<file path="config.mk">
export PLATFORM = sky130hd
export DESIGN_NAME = mips_dbg_ctrl
export DESIGN_NICKNAME = d
export VERILOG_FILES = /design/src/rtl/mips_dbg_pkg.sv /design/src/rtl/mips_dbg_dump_seq.sv /design/src/rtl/mips_dbg_ctrl.sv
export SDC_FILE = /design/constraint.sdc
export NUM_CORES = 1
export LEC_CHECK = 0
export ABC_AREA = 1
export CORE_UTILIZATION = 40
export CTS_BUF_LIST = sky130_fd_sc_hd__clkbuf_8
export DETAILED_ROUTE_END_ITERATION = 7
export PLACE_DENSITY = 0.81
export SETUP_SLACK_MARGIN = 0.05
export SYNTH_ARGS = -nofsm -noshare
export SYNTH_HDL_FRONTEND = slang
export SYNTH_SLANG_ARGS = --single-unit
</file>
<file path="constraint.sdc">
create_clock -name clk -period 1.7 [get_ports clk]
set_clock_uncertainty 0.05 [all_clocks]
set_input_delay 0.34 -clock clk [delete_from_list [all_inputs] [get_ports clk]]
set_output_delay 0.34 -clock clk [all_outputs]
set_load 0.03 [all_outputs]
</file>
<file path="src/rtl/mips_dbg_pkg.sv">
// mips_dbg_pkg -- shared types for the MIPS debug controller.
//   state_e      : controller FSM states (IDLE, RUN, DUMP_LD, DUMP_HS)
//   cmd_op_e     : command opcodes carried on cmd_op
//   stop_cause_e : reason the last run ended, reported on stop_cause
package mips_dbg_pkg;

  typedef enum logic [1:0] {
    ST_IDLE    = 2'd0,
    ST_RUN     = 2'd1,
    ST_DUMP_LD = 2'd2,
    ST_DUMP_HS = 2'd3
  } state_e;

  typedef enum logic [1:0] {
    OP_RUN    = 2'b00,
    OP_STEP   = 2'b01,
    OP_DUMP   = 2'b10,
    OP_SET_BP = 2'b11
  } cmd_op_e;

  typedef enum logic [1:0] {
    SC_NONE  = 2'b00,
    SC_COUNT = 2'b01,
    SC_BP    = 2'b10,
    SC_HALT  = 2'b11
  } stop_cause_e;

  // Register-file address width (32-entry MIPS register file).
  localparam int IDX_W = 5;

endpackage

</file>
<file path="src/rtl/mips_dbg_dump_seq.sv">
// mips_dbg_dump_seq -- register-file readout sequencer.
// Walks idx 0..NREGS-1. In DUMP_LD the register at idx is read and captured
// into dump_data; in DUMP_HS dump_valid is held with stable idx/data until
// dump_ready. The top FSM owns the state register and follows 'done'.
// Ports:
//   clk, rst         : clock, synchronous active-high reset
//   state            : current controller state from the top
//   start            : DUMP command accepted this cycle (rewinds idx)
//   rf_raddr/rf_rdata: combinational register-file read port
//   dump_valid/ready : readout handshake, dump_idx/dump_data payload
//   done             : handshake on the last register this cycle
module mips_dbg_dump_seq
  import mips_dbg_pkg::*;
#(
  parameter int NREGS = 32
) (
  input  logic             clk,
  input  logic             rst,
  input  state_e           state,
  input  logic             start,
  output logic [IDX_W-1:0] rf_raddr,
  input  logic [31:0]      rf_rdata,
  output logic             dump_valid,
  input  logic             dump_ready,
  output logic [IDX_W-1:0] dump_idx,
  output logic [31:0]      dump_data,
  output logic             done
);

  localparam logic [IDX_W-1:0] LAST_IDX = IDX_W'(NREGS - 1);

  logic [IDX_W-1:0] idx;
  logic             hs;

  assign hs       = dump_valid && dump_ready;
  assign done     = hs && (idx == LAST_IDX);
  assign rf_raddr = idx;
  assign dump_idx = idx;

  // NOTE: every register here is written with non-blocking assignments so all
  // flops sample the same pre-edge values, independent of statement order.
  // dump_data is a plain 32-bit register (not a memory), so it is cheap to
  // reset and keeps the bus at a known value out of reset.
  always_ff @(posedge clk) begin
    if (rst) begin
      idx        <= '0;
      dump_valid <= 1'b0;
      dump_data  <= '0;
    end else if (start) begin
      idx <= '0;
    end else if (state == ST_DUMP_LD) begin
      dump_data  <= rf_rdata;
      dump_valid <= 1'b1;
    end else if (hs) begin
      dump_valid <= 1'b0;
      if (idx != LAST_IDX) idx <= idx + IDX_W'(1);
    end
  end

endmodule

</file>
<file path="src/rtl/mips_dbg_ctrl.sv">
// mips_dbg_ctrl -- debug controller for a MIPS core.
// Accepts RUN/STEP/DUMP/SET_BP commands in IDLE, gates the CPU datapath with
// cpu_run for a counted number of cycles, and stops early on halt_req or a
// breakpoint match. DUMP streams the register file out via mips_dbg_dump_seq.
// Optional feature: define MIPS_DBG_BREAKPOINT_EN to build the PC breakpoint;
// without it SET_BP is a one-cycle no-op and stop_cause is never BP.
// Ports:
//   clk, rst                 : clock, synchronous active-high reset
//   cmd_valid/ready/op/arg   : command handshake and payload
//   halt_req                 : single-cycle stop request during RUN
//   cpu_run, cpu_pc          : datapath enable, current program counter
//   rf_raddr, rf_rdata       : register-file read port
//   dump_valid/ready/idx/data: register dump stream
//   halted, stop_cause       : status
module mips_dbg_ctrl
  import mips_dbg_pkg::*;
#(
  parameter int CNT_W = 32,
  parameter int NREGS = 32
) (
  input  logic             clk,
  input  logic             rst,
  input  logic             cmd_valid,
  output logic             cmd_ready,
  input  logic [1:0]       cmd_op,
  input  logic [CNT_W-1:0] cmd_arg,
  input  logic             halt_req,
  output logic             cpu_run,
  input  logic [31:0]      cpu_pc,
  output logic [4:0]       rf_raddr,
  input  logic [31:0]      rf_rdata,
  output logic             dump_valid,
  input  logic             dump_ready,
  output logic [4:0]       dump_idx,
  output logic [31:0]      dump_data,
  output logic             halted,
  output logic [1:0]       stop_cause
);

  state_e           state;
  stop_cause_e      cause;
  cmd_op_e          op;
  logic [CNT_W-1:0] counter;
  logic             first_cycle;  // first RUN cycle: breakpoint is exempt
  logic             cmd_fire;
  logic             bp_hit;
  logic             dump_done;

  assign op         = cmd_op_e'(cmd_op);
  assign cmd_ready  = (state == ST_IDLE);
  assign halted     = (state == ST_IDLE);
  assign cmd_fire   = cmd_valid && cmd_ready;
  assign stop_cause = cause;

`ifdef MIPS_DBG_BREAKPOINT_EN
  logic        bp_armed;
  logic [31:0] bp_addr;

  // Skipping the first RUN cycle lets a run resume from the breakpoint PC.
  assign bp_hit = (state == ST_RUN) && bp_armed && (cpu_pc == bp_addr) && !first_cycle;

  always_ff @(posedge clk) begin
    if (rst) begin
      bp_armed <= 1'b0;
      bp_addr  <= '0;
    end else if (cmd_fire && op == OP_SET_BP) begin
      bp_armed <= 1'b1;
      bp_addr  <= 32'(cmd_arg);
    end
  end
`else
  logic unused_pc;
  assign unused_pc = ^cpu_pc;
  assign bp_hit    = 1'b0;
`endif

  // NOTE: cpu_run is deliberately combinational: a halt or breakpoint must
  // remove the enable in the very cycle it is seen, which a registered output
  // could only do one cycle late.
  assign cpu_run = (state == ST_RUN) && !halt_req && !bp_hit;

  always_ff @(posedge clk) begin
    if (rst) begin
      state       <= ST_IDLE;
      counter     <= '0;
      first_cycle <= 1'b0;
      cause       <= SC_NONE;
    end else begin
      case (state)
        ST_IDLE: begin
          if (cmd_valid) begin
            case (op)
              OP_RUN: begin
                if (cmd_arg == '0) begin
                  cause <= SC_COUNT;
                end else begin
                  counter     <= cmd_arg;
                  first_cycle <= 1'b1;
                  state       <= ST_RUN;
                end
              end
              OP_STEP: begin
                counter     <= CNT_W'(1);
                first_cycle <= 1'b1;
                state       <= ST_RUN;
              end
              OP_DUMP: state <= ST_DUMP_LD;
              default: ;  // SET_BP completes here; its registers live above
            endcase
          end
        end
        ST_RUN: begin
          // Stop priority: HALT > BP > COUNT.
          if (halt_req) begin
            state <= ST_IDLE;
            cause <= SC_HALT;
          end else if (bp_hit) begin
            state <= ST_IDLE;
            cause <= SC_BP;
          end else if (counter == CNT_W'(1)) begin
            counter <= '0;
            state   <= ST_IDLE;
            cause   <= SC_COUNT;
          end else begin
            counter     <= counter - CNT_W'(1);
            first_cycle <= 1'b0;
          end
        end
        ST_DUMP_LD: state <= ST_DUMP_HS;
        ST_DUMP_HS: begin
          if (dump_done)       state <= ST_IDLE;
          else if (dump_valid && dump_ready) state <= ST_DUMP_LD;
        end
        default: state <= ST_IDLE;
      endcase
    end
  end

  mips_dbg_dump_seq #(.NREGS(NREGS)) u_dump_seq (
    .clk       (clk),
    .rst       (rst),
    .state     (state),
    .start     (cmd_fire && op == OP_DUMP),
    .rf_raddr  (rf_raddr),
    .rf_rdata  (rf_rdata),
    .dump_valid(dump_valid),
    .dump_ready(dump_ready),
    .dump_idx  (dump_idx),
    .dump_data (dump_data),
    .done      (dump_done)
  );

endmodule

</file>
; Word level (Yosys, flattened, before mapping)
; Index checks and enable logic that the tools add are counted.
[totals]
wordCells = 67
reg_bits = 74
[op_classes]
mux = 22
n_addsub = 2
n_eq_ne = 17
bitwise_logic = 2
n_reduce_logical = 18
[ops]
columns = op, count
row1 = $mux W32, 4
row2 = $pmux W32 S2, 2
row3 = $eq A32 B1 Y1 const B, 1
row4 = $logic_not A32 Y1, 1
row5 = $sub A32 B1 Y32 const B, 1
row6 = $mux W2, 11
row7 = $reduce_and A5 Y1, 3
row8 = $pmux W2 S4, 1
row9 = $eq A2 B2 Y1 const B, 3
row10 = $ne A3 B2 Y1 const B, 2
row11 = $pmux W2 S3, 1
row12 = $add A5 B1 Y5 const B, 1
row13 = $eq A5 B5 Y1 const B, 1
row14 = $logic_and A1 B1 Y1, 5
row15 = $ne A5 B5 Y1 const B, 1
row16 = $eq A2 B1 Y1 const B, 2
row17 = $logic_not A2 Y1, 2
row18 = $ne A2 B1 Y1 const B, 2
row19 = $ne A2 B2 Y1 const B, 2
row20 = $ne A4 B1 Y1 const B, 1
row21 = $pmux W2 S2, 1
row22 = $reduce_and A2 Y1, 2
row23 = $reduce_bool A2 Y1, 2
row24 = $ne A3 B1 Y1 const B, 1
row25 = other kinds (6), 8

; Depth between registers and ports, before layout
[logic_depth]
word_depth = 5
mapped_depth = 13

; Hierarchy
; Synthesis repeated with hierarchy kept, for this count alone.
[unflattened]
cells_unflattened = 782
hier_area_um2 = 4737.0
[by_module_without_submodules]
columns = module, cells_per_inst, n_inst, area_each_um2, seq_area_each_um2
row1 = mips_dbg_ctrl, 585, 1, 3189.3, 720.7
row2 = mips_dbg_dump_seq, 197, 1, 1547.7, 760.7

; Worst setup path before layout
; No wires, ideal clock.
[synth_path]
path_type = register to register
from = register state[1]
to = register counter[19]
path_slack_ns = -0.155
arrival_ns = 1.691
path_stages_with_launch = 9
required_ns = 1.536
path_buffers = 2
setup_time_ns = 0.114
path_cell_list = dfxtp_1 -> nor2_1 -> nand3_1 -> nand2_1 -> buf_6 -> buf_6 -> nand2_1 -> nand2_1 -> nor2_1
[synth_via]
elab_chain_cells = 3
word_cells_on_any_way = 9
cone_classes = 5 x eq/ne / 1 x mux / 3 x reduce/logical
[synth_rtl]
columns = element, line
row1 = start: declaration, mips_dbg_ctrl.sv:40  ; state_e state;
row2 = start signal: assignment, mips_dbg_ctrl.sv:84  ; state <= ST_IDLE;
row3 = start signal: assignment, mips_dbg_ctrl.sv:99  ; state <= ST_RUN;
row4 = start signal: assignment, mips_dbg_ctrl.sv:105  ; state <= ST_RUN;
row5 = $logic_not A2 Y1 (*), n/a
row6 = named net cmd_ready, mips_dbg_ctrl.sv:24  ; output logic cmd_ready,
row7 = "$ne A3 B1 Y1 (no source line), or another cell as far along", n/a
row8 = $reduce_and A5 Y1 (no source line), n/a
row9 = end signal: assignment, mips_dbg_ctrl.sv:97  ; counter <= cmd_arg;
row10 = end signal: assignment, mips_dbg_ctrl.sv:125  ; counter <= counter - CNT_W'(1);
row11 = end: declaration, mips_dbg_ctrl.sv:43  ; logic [CNT_W-1:0] counter;
; The timed path passes the listed nets; every way through them passes the cells marked *.
; A chain may end at the register's enable or synchronous reset.

; Worst setup path after layout
[layout_path]
from = register counter[28]
to = register counter[5]
[layout_via]
elab_chain_cells = 4
[layout_rtl]
columns = element, line
row1 = $eq A32 B1 Y1, mips_dbg_ctrl.sv:120  ; end else if (counter == CNT_W'(1)) begin
row2 = $mux W32, mips_dbg_ctrl.sv:120
row3 = $mux W32, mips_dbg_ctrl.sv:114  ; if (halt_req) begin
row4 = $pmux W32 S2, mips_dbg_ctrl.sv:89  ; case (state)
; No other way between the ends. The select of a mux whose other input is x is not followed.

==> impl_metrics.json <==
{
  "route.top_layer_used": "met4",
  "wl_met1_um": 6361,
  "met2_length_um": 7992,
  "grt_pass1_vias": 5434,
  "io_pins": 151,
  "cpPeakStageDelay_ns": 0.36,
  "final_util_pct": 68.64,
  "critical_path_required_ns": 1.93,
  "antenna_found_initial": 0,
  "yosysSeqAreaShare_pct": 33.14,
  "hold_viol_final": 0,
  "path_clk_slew_ns": 0.09,
  "drive_gt1_share_pct": 31.82,
  "p_leak_nw": 3.631,
  "syn_inst": 746,
  "start_kind": "flip-flop",
  "worstReg2RegStart": "counter[28]",
  "root_buffer": "clkbuf_8",
  "hold_path_class": "flip-flop to flip-flop",
  "core.rowCount": 38,
  "routabilityCongestion": 0.9443,
  "ant_nets": 0,
  "die-width_um": 107.7,
  "reg2reg_depth": 9,
  "postLayoutCellArea_sq_um": 7473,
  "violations": "negative setup slack",
  "worstReg2RegEnd": "counter[5]",
  "grt_pass1_wl_um": 24570,
  "powerDensity_nw_per_um2": 1132,
  "cp_max_fo": 9,
  "report.final.slew_viol_count": 0,
  "r2r_slack_ns": -0.17,
  "yosysWarnings": 0,
  "status": "finished with violations",
  "min_path_cells": 2,
  "syn-cell-area_sq_um": 4471,
  "max-slew-margin-rel_pct": 76.32,
  "ir_drop_mv": 0.7038,
  "grt_max_degree": 33,
  "max_freq_mhz": 533.5,
  "initial_core_util_pct": 41.06,
  "worst_slack_ns": -0.1743,
  "h-tree-depth": 3,
  "fin_crit_sh_pct": 110.3,
  "postSynthAreaPerCell_sq_um": 5.993,
  "vias_per_cell": 5.352,
  "wire_per_inst_um": 15.94,
  "tightest_slew_ns": 0.3525,
  "cts_tree": "yes",
  "cp_top_family": "simple AND/OR/NAND/NOR gates",
  "cp.arrival_ns": 2.10,
  "slowest_stage": "dfxtp_1",
  "yosysUniqueCellTypes": 26,
  "rsz0062_at_grt": "true",
  "min_to": "stop_cause[0]",
  "die_h_um": 107.7,
  "place_area_sq_um": 6300,
  "worstHoldStart": "stop_cause[0]",
  "crit_type": "flip-flop to flip-flop",
  "synth_edf_count": 0,
  "clockBufferDepth": 2,
  "drc": 0,
  "path_cells": "nor2_2, inv_1, nor2_2, nand3_4, o21ai_4, buf_6, o21ai_0, nor2_1, nor2_1",
  "met3_length_um": 1981,
  "finalCriticalPeriod_ns": 1.874,
  "grt_usage_pct": 27.22,
  "syn-num-nets": 856,
  "place_inst": 1053,
  "core_area_sq_um": 10890,
  "numClockSinks": 74,
  "area_growth_pct": 67.17,
  "synthArstFlopShare_pct": 0,
  "stdcell_count": 1108,
  "synthFlopType": "dfxtp_1",
  "grt_overflow": 0,
  "dr_total_vias": 5930,
  "endpoint_kind": "flip-flop",
  "fp.dieArea_sq_um": 11600,
  "drt_wl_total_um": 17660,
  "critPathBufInv": 2,
  "clk_latency_ns": 0.38,
  "io_buffer_count": 118,
  "fin_setup_tns_ns": -2.197,
  "hpwl_um": 9934,
  "place_ws_ns": -0.5805,
  "synth_seq_cells": 74,
  "first_pass_iters": 7,
  "nets": 1073,
  "drtIter0Drc": 460,
  "maxCapViolations": 0,
  "cts-buffers-inserted": 9,
  "setup_viol": 25,
  "fillers": 821,
  "antenna_cells": 0
}
## routing by layer
| metal | vias to the layer above | GRT usage [%] |
|---|---|---|
| met5 | - | 0 |
| met4 | 0 | 17.42 |
| met3 | 132 | 7.748 |
| met2 | 394 | 46.02 |
| met1 | 2636 | 29.77 |
| li1 | 2768 | - |
## Yosys cell counts (10+ instances only)
cell | number | area, sq um
xor2_1 | 13 | 113.9
o21ai_0 | 52 | 260.3
dfxtp_1 | 74 | 1481
nor2_1 | 211 | 792.0
nand2_1 | 152 | 570.6
a21oi_1 | 19 | 95.09
inv_1 | 70 | 262.8
nand4_1 | 10 | 62.56
nand3_1 | 70 | 350.3
clkbuf_1 | 20 | 75.07
## metrics by stage
step	total power, W	hold WS, ns
6_report	0.008464	0.4045
5_1_grt	0.008844	0.4294
4_1_cts	0.007426	0.3969
3_5_place_dp	0.005277	0.4009
3_3_place_gp	0.005216	0.4013
2_1_floorplan	0.004119	0.4249
## cell families (layout without fill, tap and decap cells)
kind of cell	after synthesis	in the layout	synth area share [%]
simple gates	464	465	42.88
flops	74	74	33.14
compound gates	77	77	8.816
buf+inv	110	331	10.47
xor+xnor	14	14	2.743
fa+ha+maj	7	7	1.959
## report_power, final
| group | total, W | internal [W] | switching (W) |
|---|---|---|---|
| logic | 0.00442 | 0.00185 | 0.00258 |
| registers | 0.00228 | 0.00199 | 0.000284 |
| clock network | 0.00176 | 0.000990 | 0.000772 |
| total | 0.00846 | 0.00483 | 0.00363 |
## timing repair
| action | 4_1_cts | 5_1_grt |
|---|---|---|
| endpoints found under the setup margin | 81 | 46 |
| gates resized for setup | 125 | 196 |
| cloned | 6 | 2 |
| buffers inserted | 19 | 15 |
| pin swaps | 11 | 71 |
| hold buffers | 0 | 0 |
## tightest hold or removal path: cells and delay by family, from the launching register on
kind	cells	cell delay (ns)
AOI/OAI and AO/OA	1	0.05
buffers and inverters	1	0.05
DFF	1	0.32
## flip-flops by register name (all words and copies together) (netlist names)
signal / flops
stop_cause: 2
state: 2
counter: 32
u_dump_seq.dump_valid: 1
u_dump_seq.dump_data: 32
u_dump_seq.dump_idx: 5
## cell type report
class | count | area (sq um) | share of cell area [%]
Multi-Input combinational cell | 563 | 3072 | 41.10
Inverter | 75 | 306.5 | 4.102
Clock inverter | 7 | 123.9 | 1.657
Clock buffer | 9 | 123.9 | 1.657
Timing Repair Buffer | 240 | 2151 | 28.78
Sequential cell | 74 | 1521 | 20.36
Tap cell | 140 | 175.2 | 2.344
## worst max-delay path by stage
stage                           start                      to  cells after the start
5_1_grt                    counter[3]              counter[5]                      9
6_report                  counter[28]              counter[5]                      9
3_5_place_dp              cmd_arg[11]             counter[14]                     11
4_1_cts                      state[0]                 cpu_run                      5
2_1_floorplan  u_dump_seq.dump_idx[0]  u_dump_seq.dump_idx[0]                      8
3_3_place_gp                cmd_op[0]             counter[23]                     14
## placed cells by master, fill, tap and decap left out, types with 6 or more instances in the layout
master           instances
a21oi_1                 13
buf_4                  103
buf_6                   15
clkbuf_2                 7
clkbuf_8                 9
clkdlybuf4s15_1         10
clkdlybuf4s50_1         38
dfxtp_1                 52
dfxtp_2                 17
dlygate4sd2_1           60
inv_1                   58
inv_2                   11
nand2_1                131
nand2_2                 18
nand2_4                  6
nand3_1                 63
nand3_2                  6
nand4_1                 10
nor2_1                 154
nor2_2                  39
nor2_4                  28
o21ai_0                 40
o21ai_1                  9
xor2_1                  13
No activity file was read; power rests on OpenSTA's default activity.
